==> src/rtl/muldiv_pkg.sv <==
// muldiv_pkg: shared decode constants and enums for the EXE-stage
// multiply/divide unit (exe_muldiv) and its single-step datapath (muldiv_iter).
// Contents:
//   OPC_SPECIAL        SPECIAL opcode, instruction[31:26]
//   FUNCT_*            funct field encodings, instruction[5:0]
//   muldiv_state_t     FSM states IDLE / RUN / FIX
//   muldiv_op_t        datapath operation OP_MUL / OP_DIV
package muldiv_pkg;

    localparam logic [5:0] OPC_SPECIAL = 6'h00;

    localparam logic [5:0] FUNCT_MTHI  = 6'h11;
    localparam logic [5:0] FUNCT_MTLO  = 6'h13;
    localparam logic [5:0] FUNCT_MULT  = 6'h18;
    localparam logic [5:0] FUNCT_MULTU = 6'h19;
    localparam logic [5:0] FUNCT_DIV   = 6'h1A;
    localparam logic [5:0] FUNCT_DIVU  = 6'h1B;

    typedef enum logic [1:0] {
        IDLE = 2'd0,
        RUN  = 2'd1,
        FIX  = 2'd2
    } muldiv_state_t;

    typedef enum logic {
        OP_MUL = 1'b0,
        OP_DIV = 1'b1
    } muldiv_op_t;

endpackage

==> src/rtl/muldiv_iter.sv <==
// muldiv_iter: combinational single iteration of the multiply/divide datapath.
// The 2*XLEN accumulator is {upper half, lower half}:
//   multiply: {partial product, remaining multiplier bits}, shift-add step
//   divide:   {partial remainder, remaining dividend / quotient bits},
//             restoring shift-subtract step
// Ports:
//   acc       in  2*XLEN  current accumulator
//   operand   in  XLEN    multiplicand or divisor magnitude
//   op        in  1       OP_MUL / OP_DIV
//   acc_next  out 2*XLEN  accumulator after this step (bit 0 left 0 for divide)
//   q_bit     out 1       quotient bit produced by a divide step (0 for multiply)
// Build option: MULDIV_DIV_EN defined compiles in the divide step; otherwise
// only the multiply step exists and OP_DIV leaves the accumulator unchanged.
module muldiv_iter
    import muldiv_pkg::*;
#(
    parameter int XLEN = 32
) (
    input  logic [2*XLEN-1:0] acc,
    input  logic [XLEN-1:0]   operand,
    input  muldiv_op_t        op,
    output logic [2*XLEN-1:0] acc_next,
    output logic              q_bit
);

    logic [XLEN:0] sum_s;
`ifdef MULDIV_DIV_EN
    logic [XLEN:0] shift_s;
    logic [XLEN:0] diff_s;
`endif

    // One shift-add or restoring shift-subtract step
    always_comb begin
        sum_s    = {1'b0, acc[2*XLEN-1:XLEN]} + {1'b0, operand};
        acc_next = acc;
        q_bit    = 1'b0;
`ifdef MULDIV_DIV_EN
        shift_s  = {acc[2*XLEN-1:XLEN], acc[XLEN-1]};
        diff_s   = shift_s - {1'b0, operand};
`endif
        case (op)
            OP_MUL: begin
                // The carry out of the add becomes the new top bit after the shift.
                if (acc[0]) begin
                    acc_next = {sum_s, acc[XLEN-1:1]};
                end else begin
                    acc_next = {1'b0, acc[2*XLEN-1:1]};
                end
            end
`ifdef MULDIV_DIV_EN
            OP_DIV: begin
                // diff_s[XLEN] set means the trial subtraction borrowed: restore.
                if (!diff_s[XLEN]) begin
                    acc_next = {diff_s[XLEN-1:0], acc[XLEN-2:0], 1'b0};
                    q_bit    = 1'b1;
                end else begin
                    acc_next = {shift_s[XLEN-1:0], acc[XLEN-2:0], 1'b0};
                    q_bit    = 1'b0;
                end
            end
`endif
            default: begin
                acc_next = acc;
                q_bit    = 1'b0;
            end
        endcase
    end

endmodule

==> src/rtl/exe_muldiv.sv <==
// exe_muldiv: iterative MIPS mult/multu/div/divu unit in the EXE stage, owner
// of the architectural HI/LO registers (also written by mthi/mtlo).
// A mult/div takes 32 RUN cycles plus one FIX cycle; busy stalls the ID/EXE
// buffer (go = ~busy) for that whole time.
// Ports:
//   clk          in  1     clock, all state on posedge
//   rst          in  1     synchronous active-high reset
//   start        in  1     ID/EXE output valid this cycle
//   clear        in  1     flush: abort any operation, HI/LO untouched
//   instruction  in  32    opcode [31:26], funct [5:0] decoded
//   A, B         in  XLEN  rs / rt operands
//   busy         out 1     operation in flight (registered)
//   done         out 1     high in the FIX cycle, HI/LO written at its end
//   hi, lo       out XLEN  architectural HI / LO (registered)
// Build option: MULDIV_DIV_EN enables div/divu; without it they are no-ops.
module exe_muldiv
    import muldiv_pkg::*;
#(
    parameter int XLEN = 32
) (
    input  logic            clk,
    input  logic            rst,
    input  logic            start,
    input  logic            clear,
    input  logic [31:0]     instruction,
    input  logic [XLEN-1:0] A,
    input  logic [XLEN-1:0] B,
    output logic            busy,
    output logic            done,
    output logic [XLEN-1:0] hi,
    output logic [XLEN-1:0] lo
);

    localparam int CW = $clog2(XLEN);
    localparam logic [CW-1:0] CNT_LAST = CW'(XLEN - 1);
    localparam logic [CW-1:0] CNT_ONE  = CW'(1);

    muldiv_state_t      state_r;
    logic [CW-1:0]      cnt_r;
    muldiv_op_t         op_r;
    logic               neg_r;
    logic [2*XLEN-1:0]  acc_r;
    logic [XLEN-1:0]    opnd_r;
    logic [XLEN-1:0]    hi_r;
    logic [XLEN-1:0]    lo_r;
    logic               busy_r;
    logic               done_r;
`ifdef MULDIV_DIV_EN
    logic               rem_neg_r;
    logic               bzero_r;
    logic [XLEN-1:0]    a_orig_r;
`endif

    logic [5:0]         funct_s;
    logic               special_s;
    logic               dec_mul_s;
    logic               dec_div_s;
    logic               dec_signed_s;
    logic               dec_mthi_s;
    logic               dec_mtlo_s;
    logic               unused_instr_s;
    logic               a_neg_s;
    logic               b_neg_s;
    logic [XLEN-1:0]    a_mag_s;
    logic [XLEN-1:0]    b_mag_s;
    logic [2*XLEN-1:0]  iter_acc_s;
    logic               iter_q_s;
    logic [2*XLEN-1:0]  fix_prod_s;
    logic [XLEN-1:0]    fix_hi_s;
    logic [XLEN-1:0]    fix_lo_s;

    assign funct_s        = instruction[5:0];
    assign special_s      = (instruction[31:26] == OPC_SPECIAL);
    assign unused_instr_s = ^instruction[25:6];
    assign dec_mul_s      = special_s && ((funct_s == FUNCT_MULT) || (funct_s == FUNCT_MULTU));
`ifdef MULDIV_DIV_EN
    assign dec_div_s      = special_s && ((funct_s == FUNCT_DIV) || (funct_s == FUNCT_DIVU));
`else
    assign dec_div_s      = 1'b0;
`endif
    assign dec_signed_s   = (funct_s == FUNCT_MULT) || (funct_s == FUNCT_DIV);
    assign dec_mthi_s     = special_s && (funct_s == FUNCT_MTHI);
    assign dec_mtlo_s     = special_s && (funct_s == FUNCT_MTLO);

    // Operand magnitudes: the iteration always works on unsigned values.
    assign a_neg_s = dec_signed_s && A[XLEN-1];
    assign b_neg_s = dec_signed_s && B[XLEN-1];
    assign a_mag_s = a_neg_s ? -A : A;
    assign b_mag_s = b_neg_s ? -B : B;

    muldiv_iter #(.XLEN(XLEN)) u_iter (
        .acc      (acc_r),
        .operand  (opnd_r),
        .op       (op_r),
        .acc_next (iter_acc_s),
        .q_bit    (iter_q_s)
    );

    // Sign correction and divide-by-zero override applied in FIX
    always_comb begin
        fix_prod_s = neg_r ? -acc_r : acc_r;
        fix_hi_s   = fix_prod_s[2*XLEN-1:XLEN];
        fix_lo_s   = fix_prod_s[XLEN-1:0];
`ifdef MULDIV_DIV_EN
        if (op_r == OP_DIV) begin
            if (bzero_r) begin
                fix_lo_s = {XLEN{1'b1}};
                fix_hi_s = a_orig_r;
            end else begin
                fix_lo_s = neg_r     ? -acc_r[XLEN-1:0]      : acc_r[XLEN-1:0];
                fix_hi_s = rem_neg_r ? -acc_r[2*XLEN-1:XLEN] : acc_r[2*XLEN-1:XLEN];
            end
        end else begin
            fix_hi_s = fix_prod_s[2*XLEN-1:XLEN];
            fix_lo_s = fix_prod_s[XLEN-1:0];
        end
`endif
    end

    // Control FSM, iteration registers and architectural HI/LO
    always_ff @(posedge clk) begin
        if (rst) begin
            state_r   <= IDLE;
            cnt_r     <= {CW{1'b0}};
            op_r      <= OP_MUL;
            neg_r     <= 1'b0;
            acc_r     <= {(2*XLEN){1'b0}};
            opnd_r    <= {XLEN{1'b0}};
            hi_r      <= {XLEN{1'b0}};
            lo_r      <= {XLEN{1'b0}};
            busy_r    <= 1'b0;
            done_r    <= 1'b0;
`ifdef MULDIV_DIV_EN
            rem_neg_r <= 1'b0;
            bzero_r   <= 1'b0;
            a_orig_r  <= {XLEN{1'b0}};
`endif
        end else if (clear) begin
            // Flush wins over a simultaneous start; HI/LO keep their values.
            state_r <= IDLE;
            cnt_r   <= {CW{1'b0}};
            busy_r  <= 1'b0;
            done_r  <= 1'b0;
        end else begin
            case (state_r)
                IDLE: begin
                    done_r <= 1'b0;
                    if (start && (dec_mul_s || dec_div_s)) begin
                        state_r   <= RUN;
                        busy_r    <= 1'b1;
                        cnt_r     <= {CW{1'b0}};
                        op_r      <= dec_div_s ? OP_DIV : OP_MUL;
                        neg_r     <= a_neg_s ^ b_neg_s;
                        acc_r     <= {{XLEN{1'b0}}, a_mag_s};
                        opnd_r    <= b_mag_s;
`ifdef MULDIV_DIV_EN
                        rem_neg_r <= a_neg_s;
                        bzero_r   <= (B == {XLEN{1'b0}});
                        a_orig_r  <= A;
`endif
                    end else if (start && dec_mthi_s) begin
                        hi_r <= A;
                    end else if (start && dec_mtlo_s) begin
                        lo_r <= A;
                    end else begin
                        busy_r <= 1'b0;
                    end
                end
                RUN: begin
                    acc_r <= {iter_acc_s[2*XLEN-1:1], iter_acc_s[0] | iter_q_s};
                    cnt_r <= cnt_r + CNT_ONE;
                    if (cnt_r == CNT_LAST) begin
                        state_r <= FIX;
                        done_r  <= 1'b1;
                    end else begin
                        done_r  <= 1'b0;
                    end
                end
                FIX: begin
                    hi_r    <= fix_hi_s;
                    lo_r    <= fix_lo_s;
                    state_r <= IDLE;
                    busy_r  <= 1'b0;
                    done_r  <= 1'b0;
                end
                default: begin
                    state_r <= IDLE;
                    busy_r  <= 1'b0;
                    done_r  <= 1'b0;
                end
            endcase
        end
    end

    assign busy = busy_r;
    assign done = done_r;
    assign hi   = hi_r;
    assign lo   = lo_r;

endmodule

==> config.mk <==
export PLATFORM = sky130hd
export DESIGN_NAME = exe_muldiv
export DESIGN_NICKNAME = d
export VERILOG_FILES = /design/src/rtl/muldiv_pkg.sv /design/src/rtl/muldiv_iter.sv /design/src/rtl/exe_muldiv.sv
export SDC_FILE = /design/constraint.sdc
export NUM_CORES = 1
export LEC_CHECK = 0
export CAP_MARGIN = 10
export CORE_ASPECT_RATIO = 1.75
export CORE_MARGIN = 5
export CORE_UTILIZATION = 63
export CTS_BUF_LIST = sky130_fd_sc_hd__clkbuf_2
export DETAILED_ROUTE_END_ITERATION = 7
export PLACE_DENSITY = 0.89
export SLEW_MARGIN = 30
export SYNTH_ARGS = -nofsm -noshare
export SYNTH_HDL_FRONTEND = slang
export SYNTH_HIERARCHICAL = 1
export SYNTH_SLANG_ARGS = --single-unit
==> constraint.sdc <==
create_clock -name clk -period 5 [get_ports clk]
set_clock_uncertainty 0.15 [all_clocks]
set_input_delay 0.75 -clock clk [delete_from_list [all_inputs] [get_ports clk]]
set_output_delay 0.75 -clock clk [all_outputs]
set_load 0.005 [all_outputs]
==> results of run 1 <==
## layer usage
layer	GRT usage (%)	up-vias	share of wire, %
li1	-	6525	-
met1	35.3	6493	34
met2	63.4	788	51
met3	5.55	236	7.2
met4	26.8	0	8.0
met5	0	-	0
## flip-flops by register name (all words and copies together), names as in the netlist
name,flops
acc_r,64
cnt_r,5
busy,1
hi,32
neg_r,1
state_r,2
done,1
lo,32
opnd_r,32
## metrics by stage
| stage | utilization (%) | instance area (µm²) | worst slack, ns |
|---|---|---|---|
| after floorplan | - | 13000 | 1.79 |
| after global placement | 71.5 | 14500 | 1.09 |
| after detailed placement | 71.5 | 14500 | 1.04 |
| after CTS | 72.8 | 14800 | 1.33 |
| after global routing | 72.9 | 14800 | 1.25 |
| final | 72.9 | 14800 | 1.28 |
## cells in the final DEF, fill, tap and decap left out, drive strengths merged, types with 8 or more instances in the layout
cell,n
o22ai,13
o41ai,23
or4,34
clkbuf,18
a211o,20
clkdlybuf4s50,144
nand2b,22
inv,25
and2,13
o211ai,22
and3,13
nor2,156
a311oi,8
nor3,39
o21a,9
a22oi,8
xnor2,45
dfxtp,170
nor4,23
a211oi,49
o31ai,33
a31oi,14
buf,28
clkinv,10
nand3,65
nand2,192
xor2,76
a21o,8
nor2b,20
or3,25
a41oi,9
mux2i,38
o21ai,111
mux2,33
ha,37
nand4,15
a21oi,172
or2,12
## path summary, 6_finish.rpt
check | endpoint
worst min register to register | lo[6]
worst min-delay path | lo[6]
worst max register to register | hi[5]
worst max-delay path | hi[5]
## kinds of logic after synthesis
family,Yosys count
adders and majority gates,38
xor gates and xnor gates,121
and+or+nand+nor,652
DFF,170
other,2
AOI/OAI and AO/OA,529
buffers and inverters,151
muxes,71
## layout make-up
type                    instances  area, µm²
well taps                     248        310
clock buffers                  18       90.1
flip-flops and latches        170       3410
fillers                      1622       5510
repair buffers                172       1660
clock inverters                14        179
multi-input cells            1413       9030
inverters                      26       97.6
diodes                          2       5.00
## power groups by stage
| stage | combinational, mW | sequential, mW | clock (mW) |
|---|---|---|---|
| finish | 0.228 | 1.36 | 0.831 |
| global route | 0.240 | 1.36 | 0.888 |
| CTS | 0.218 | 1.36 | 0.835 |
| detailed placement | 0.217 | 1.38 | 0 |
| global placement | 0.213 | 1.38 | 0 |
| floorplan | 0.103 | 1.38 | 0 |
## critical path, delay by kind of cell, from the launching register on
kind               cells  cell delay (ns)
and+or+nand+nor        4             2.40
AOI/OAI and AO/OA      2             0.62
DFF                    1             0.46
==> impl_metrics.tcl, run 1 <==
set metrics [dict create \
    dp_hpwl_mm 32.0 \
    yosysMostFrequentCell "nand2_1" \
    ir_drop_mv 0.203 \
    clock_latency_ns 0.78 \
    gp_congestion 0.994 \
    port_buffers 145 \
    drt_wl_total_mm 43.0 \
    violations "design-rule violations" \
    synth_area_leaders "dfxtp_1, a21oi_1, nand2_1" \
    yosys.area_share.simple_pct 24.7 \
    yosysWarningCount 6 \
    gr-total-overflow 0 \
    nNetsFinal 1938 \
    p_clk_share_pct 34.4 \
    syn2layout_area_growth_pct 13.8 \
    first_global_vias 13200 \
    cts_setup_buffers 0 \
    grt_first_pass_wirelength_mm 67.3 \
    r2r_cells 6 \
    dp_cells 2029 \
    tightest_slew_ns 0.966 \
    setup_viol 0 \
    cp_common_cell "or4_4" \
    clk_pin_slew_ns 0.26 \
    hold_viol 0 \
    cp-startpoint "acc_r[2]" \
    async_flop_share_pct 0 \
    fin_crit_ns 3.72 \
    slowest_delay_ns 0.76 \
    slew_headroom_pct 35.2 \
    synth.largest_area_cell "dfxtp_1" \
    cts_htree_levels 4 \
    die-area_um2 23700 \
    rsz0062_at_grt "no" \
    ant_nets 0 \
    fp-row-count 69 \
    yosys.area_share.adder_pct 3.72 \
    outcome "complete, but fails checks" \
    cellPowerDensity_nw_per_um2 164 \
    crit_path_top_delay_cell "or4_4" \
    syn_inst 1734 \
    cts_tree "done" \
    r2r_slack_ns 1.28 \
    reg2reg_from "acc_r[2]" \
    power.leakage_nw 5.29 \
    vias 14000 \
    chipWidth_um 119 \
    start_util_pct 64.0 \
    power_mw 2.42 \
    worstSetupPathType "flop to flop" \
    num_io_pins 166 \
    p_seq_share_pct 56.2 \
    p_int_mw 1.78 \
    cp.required_ns 5.54 \
    clockBufferDepth 2 \
    critical_path.max_fanout 21 \
    drt_iter0_drc 1651 \
    ys_ff_latch 170 \
    drv_slew 0 \
    final_layout_size_suffix_gt1_share_pct 7.83 \
    cts_buffers 17 \
    max_freq_ghz 0.269 \
    synth_mux_area_share_pct 5.79 \
    viasPerCell 6.81 \
    hold_path.class "flop to flop" \
    critPathCaptureType "flop" \
    synth_flop_cell "dfxtp_1" \
    fin_crit_sh_pct 74.3 \
    synth_compound_area_share_pct 26.8 \
    antenna_found_initial 2 \
    core_area_um2 20300 \
    grt_use_total_pct 34.8 \
    grt_max_degree 99 \
    wl_per_cell_um 20.9 \
    fin_hold_ws_ns 0.322 \
    hold_start "lo[6]" \
    cts_resized 0 \
    tns_ns 0 \
    synth-edff-count 0 \
    synth_top_family_by_area "compound AO/OA/AOI/OAI gates" \
    power_switching_uw 637 \
    cts.sinks 170 \
    synth_top_area_share_pct 26.2 \
    max-cap-violations 0 \
    hold_depth 2 \
    power.share.switching_pct 26.4 \
    avgSynthCellArea_um2 7.49 \
    worstPathArrival_ns 4.26 \
    hold_buffers 0 \
    cp-start-kind "flop" \
    die_h_um 200 \
    synth.top_cells.by_count "nand2_1, a21oi_1, dfxtp_1, nor2_1, clkbuf_1" \
    synth_nets 1872 \
    fin_cells 2063 \
    drt-pass1-iter-count 8 \
    pwr-share-comb_pct 9.4 \
    root_buffer "clkbuf_2" \
    ys_seq_area_share_pct 26.2 \
    drc 11 \
    synthXorXnorAreaFrac_pct 8.16 \
    ys_types 81 \
    syn_area_um2 13000 \
    path_cells "or4_1 > or4_4 > or4_4 > or2_1 > a311o_1 > a211oi_2" \
]
(Power assumes the default switching activity.)
==> inputs of run 2 (changes only) <==
--- a/config.mk
+++ b/config.mk
@@ -8,10 +8,10 @@
 export CAP_MARGIN = 10
 export CORE_ASPECT_RATIO = 1.75
 export CORE_MARGIN = 5
-export CORE_UTILIZATION = 63
+export CORE_UTILIZATION = 58
 export CTS_BUF_LIST = sky130_fd_sc_hd__clkbuf_2
 export DETAILED_ROUTE_END_ITERATION = 7
-export PLACE_DENSITY = 0.89
+export PLACE_DENSITY = 0.83
 export SLEW_MARGIN = 30
 export SYNTH_ARGS = -nofsm -noshare
 export SYNTH_HDL_FRONTEND = slang
==> constraint.sdc (replaced) <==
create_clock -name clk -period 3.7 [get_ports clk]
set_clock_uncertainty 0.15 [all_clocks]
set_input_delay 0.555 -clock clk [delete_from_list [all_inputs] [get_ports clk]]
set_output_delay 0.555 -clock clk [all_outputs]
set_load 0.005 [all_outputs]
==> run 2 against run 1 <==
The flow now finishes without violations. Sequential power grew 35%. Cell area grew 2.4%. Power grew 32%. Combinational power grew 39%. Register-to-register slack lost 1.0 ns. Routed wire length grew 4.9%. Clock-buffer cell count grew 1. Hold slack lost 0.15 ns. Via count grew 0.33%. Setup slack lost 1.0 ns. Critical endpoint unchanged. Largest power group unchanged.
==> impl_metrics.tcl, run 2 (synthesis gave the netlist of run 1 again) <==
set metrics [dict create \
    outcome "complete, no violations" \
    grt_use_total_pct 34.5 \
    hold_viol 0 \
    slowest_delay_ns 0.68 \
    grt_first_pass_wirelength_mm 69.8 \
    dp_hpwl_mm 33.9 \
    r2r_cells 6 \
    nNetsFinal 1982 \
    gr-total-overflow 0 \
    crit_family "simple AND/OR/NAND/NOR gates" \
    reg2reg_from "acc_r[15]" \
    critical_path.max_fanout 14 \
    path_cells "or4_4 > or4_4 > or4_4 > or2_1 > a311o_1 > a211oi_2" \
    drt_iter0_drc 1563 \
    drt-pass1-iter-count 8 \
    cp-start-kind "flop" \
    wl_per_cell_um 21.0 \
    max-cap-violations 0 \
    grt_max_degree 99 \
    regArea_um2 3410 \
    ant_nets 0 \
    critPathCaptureType "flop" \
    core_area_um2 22100 \
    cp.buffers_inverters 0 \
    fin_crit_sh_pct 92.8 \
    clk_pin_slew_ns 0.25 \
    drc 0 \
    cellPowerDensity_nw_per_um2 211 \
    slew_headroom_pct 38.1 \
    clock_latency_ns 0.88 \
    p_clk_share_pct 32.6 \
    worstPathArrival_ns 4.10 \
    fp-row-count 72 \
    largest_register_ffs 64 \
    port_buffers 145 \
    timing.rr.end "hi[5]" \
    cts_htree_levels 4 \
    fin_crit_ns 3.43 \
    final_common_cell "nand2_1" \
    dp_cells 2120 \
    root_buffer "clkbuf_2" \
    multiInputGateArea_um2 9030 \
    fin_cells 2153 \
    setup_viol 0 \
    tightest_slew_ns 0.929 \
    antenna_found_initial 1 \
    ir_drop_mv 0.126 \
    vias 14100 \
    p_int_mw 2.34 \
    final_layout_size_suffix_gt1_share_pct 9.97 \
    pwr-share-comb_pct 10.0 \
    hold_depth 3 \
    worstSetupPathType "flop to flop" \
    hold_start "B[0]" \
    p_seq_share_pct 57.5 \
    gp_congestion 0.974 \
    tns_ns 0 \
    cts_tree "done" \
    start_util_pct 58.8 \
    max_freq_ghz 0.291 \
    most-common-layout-cells "nand2_1, a21oi_1, dfxtp_1" \
    power.leakage_nw 5.50 \
    crit_path_top_delay_cell "or4_4" \
    worstHoldEndpoint "opnd_r[0]" \
    fillCellCount 1931 \
    die-area_um2 25600 \
    num_io_pins 166 \
    drt_wl_total_mm 45.1 \
    largest-register "acc_r" \
    cp.required_ns 4.37 \
    rsz0062_at_grt "no" \
    drv_slew 0 \
    cts_buffers 17 \
    die_h_um 208 \
    power_switching_uw 856 \
    cts.sinks 170 \
    r2r_slack_ns 0.27 \
    syn2layout_area_growth_pct 16.5 \
    cp_common_cell "or4_4" \
    first_global_vias 13400 \
    clockBufferDepth 2 \
    cts_resized 0 \
    hold_path.class "input pin to flop" \
    chipWidth_um 123 \
    power.share.switching_pct 26.8 \
    viasPerCell 6.54 \
]
## run 2: what timing repair did
action | CTS | global route
buffers inserted | 0 | 0
hold endpoints to repair | 14 | 0
endpoints found under the setup margin | 0 | 0
hold buffers | 1 | 0
## run 2: worst reg2reg max path, delay by kind of cell, from the launching register on
kind	cells	cell delay [ns]
flip-flops	1	0.44
AND/OR/NAND/NOR	4	2.16
AO/OA/AOI/OAI	2	0.62
## run 2: how the worst max path moves through the flow
stage                   start          to  slack (ns)  cells past startpoint
floorplan           acc_r[15]      hi[27]        0.53                      9
global placement         B[0]  opnd_r[26]        0.19                      9
detailed placement       B[0]  opnd_r[26]        0.16                      9
CTS                 acc_r[15]      hi[15]        0.31                      7
global route        acc_r[32]   acc_r[55]        0.18                     12
finish              acc_r[15]       hi[5]        0.27                      6
## run 2: cell type report
class / instances / area share [%]
clock buffer: 19 / 0.628
inverter: 26 / 0.645
multi-input combinational: 1413 / 59.7
antenna: 1 / 0.0165
sequential: 170 / 22.5
clock inverter: 12 / 0.868
timing repair buffer: 216 / 13.2
tap: 296 / 2.45
## run 2: layer usage
| metal | track usage (%) | up-vias | part of all wire, % |
|---|---|---|---|
| met1 | 35.1 | 6535 | 34 |
| li1 | - | 6604 | - |
| met4 | 24.2 | 0 | 8.1 |
| met2 | 62.1 | 724 | 51 |
| met5 | 0 | - | 0 |
| met3 | 5.98 | 225 | 6.7 |
## run 2: metrics by stage
stage                     cell area [µm²]  worst slack, ns  util [%]  hold WS, ns  power (mW)
after floorplan                     13000            0.530         -        0.286        2.01
after global placement              14900            0.187      67.5        0.291        2.17
after detailed placement            14900            0.162      67.5        0.296        2.17
after CTS                           15100            0.313      68.5        0.115        3.19
after global routing                15100            0.182      68.6        0.158        3.29
final                               15100            0.267      68.6        0.171        3.20
## run 2: power groups by stage
stage	clock, mW	sequential [mW]	combinational, mW
floorplan	0	1.87	0.139
global placement	0	1.87	0.298
detailed placement	0	1.87	0.302
CTS	1.05	1.84	0.304
global route	1.12	1.84	0.335
finish	1.04	1.84	0.318
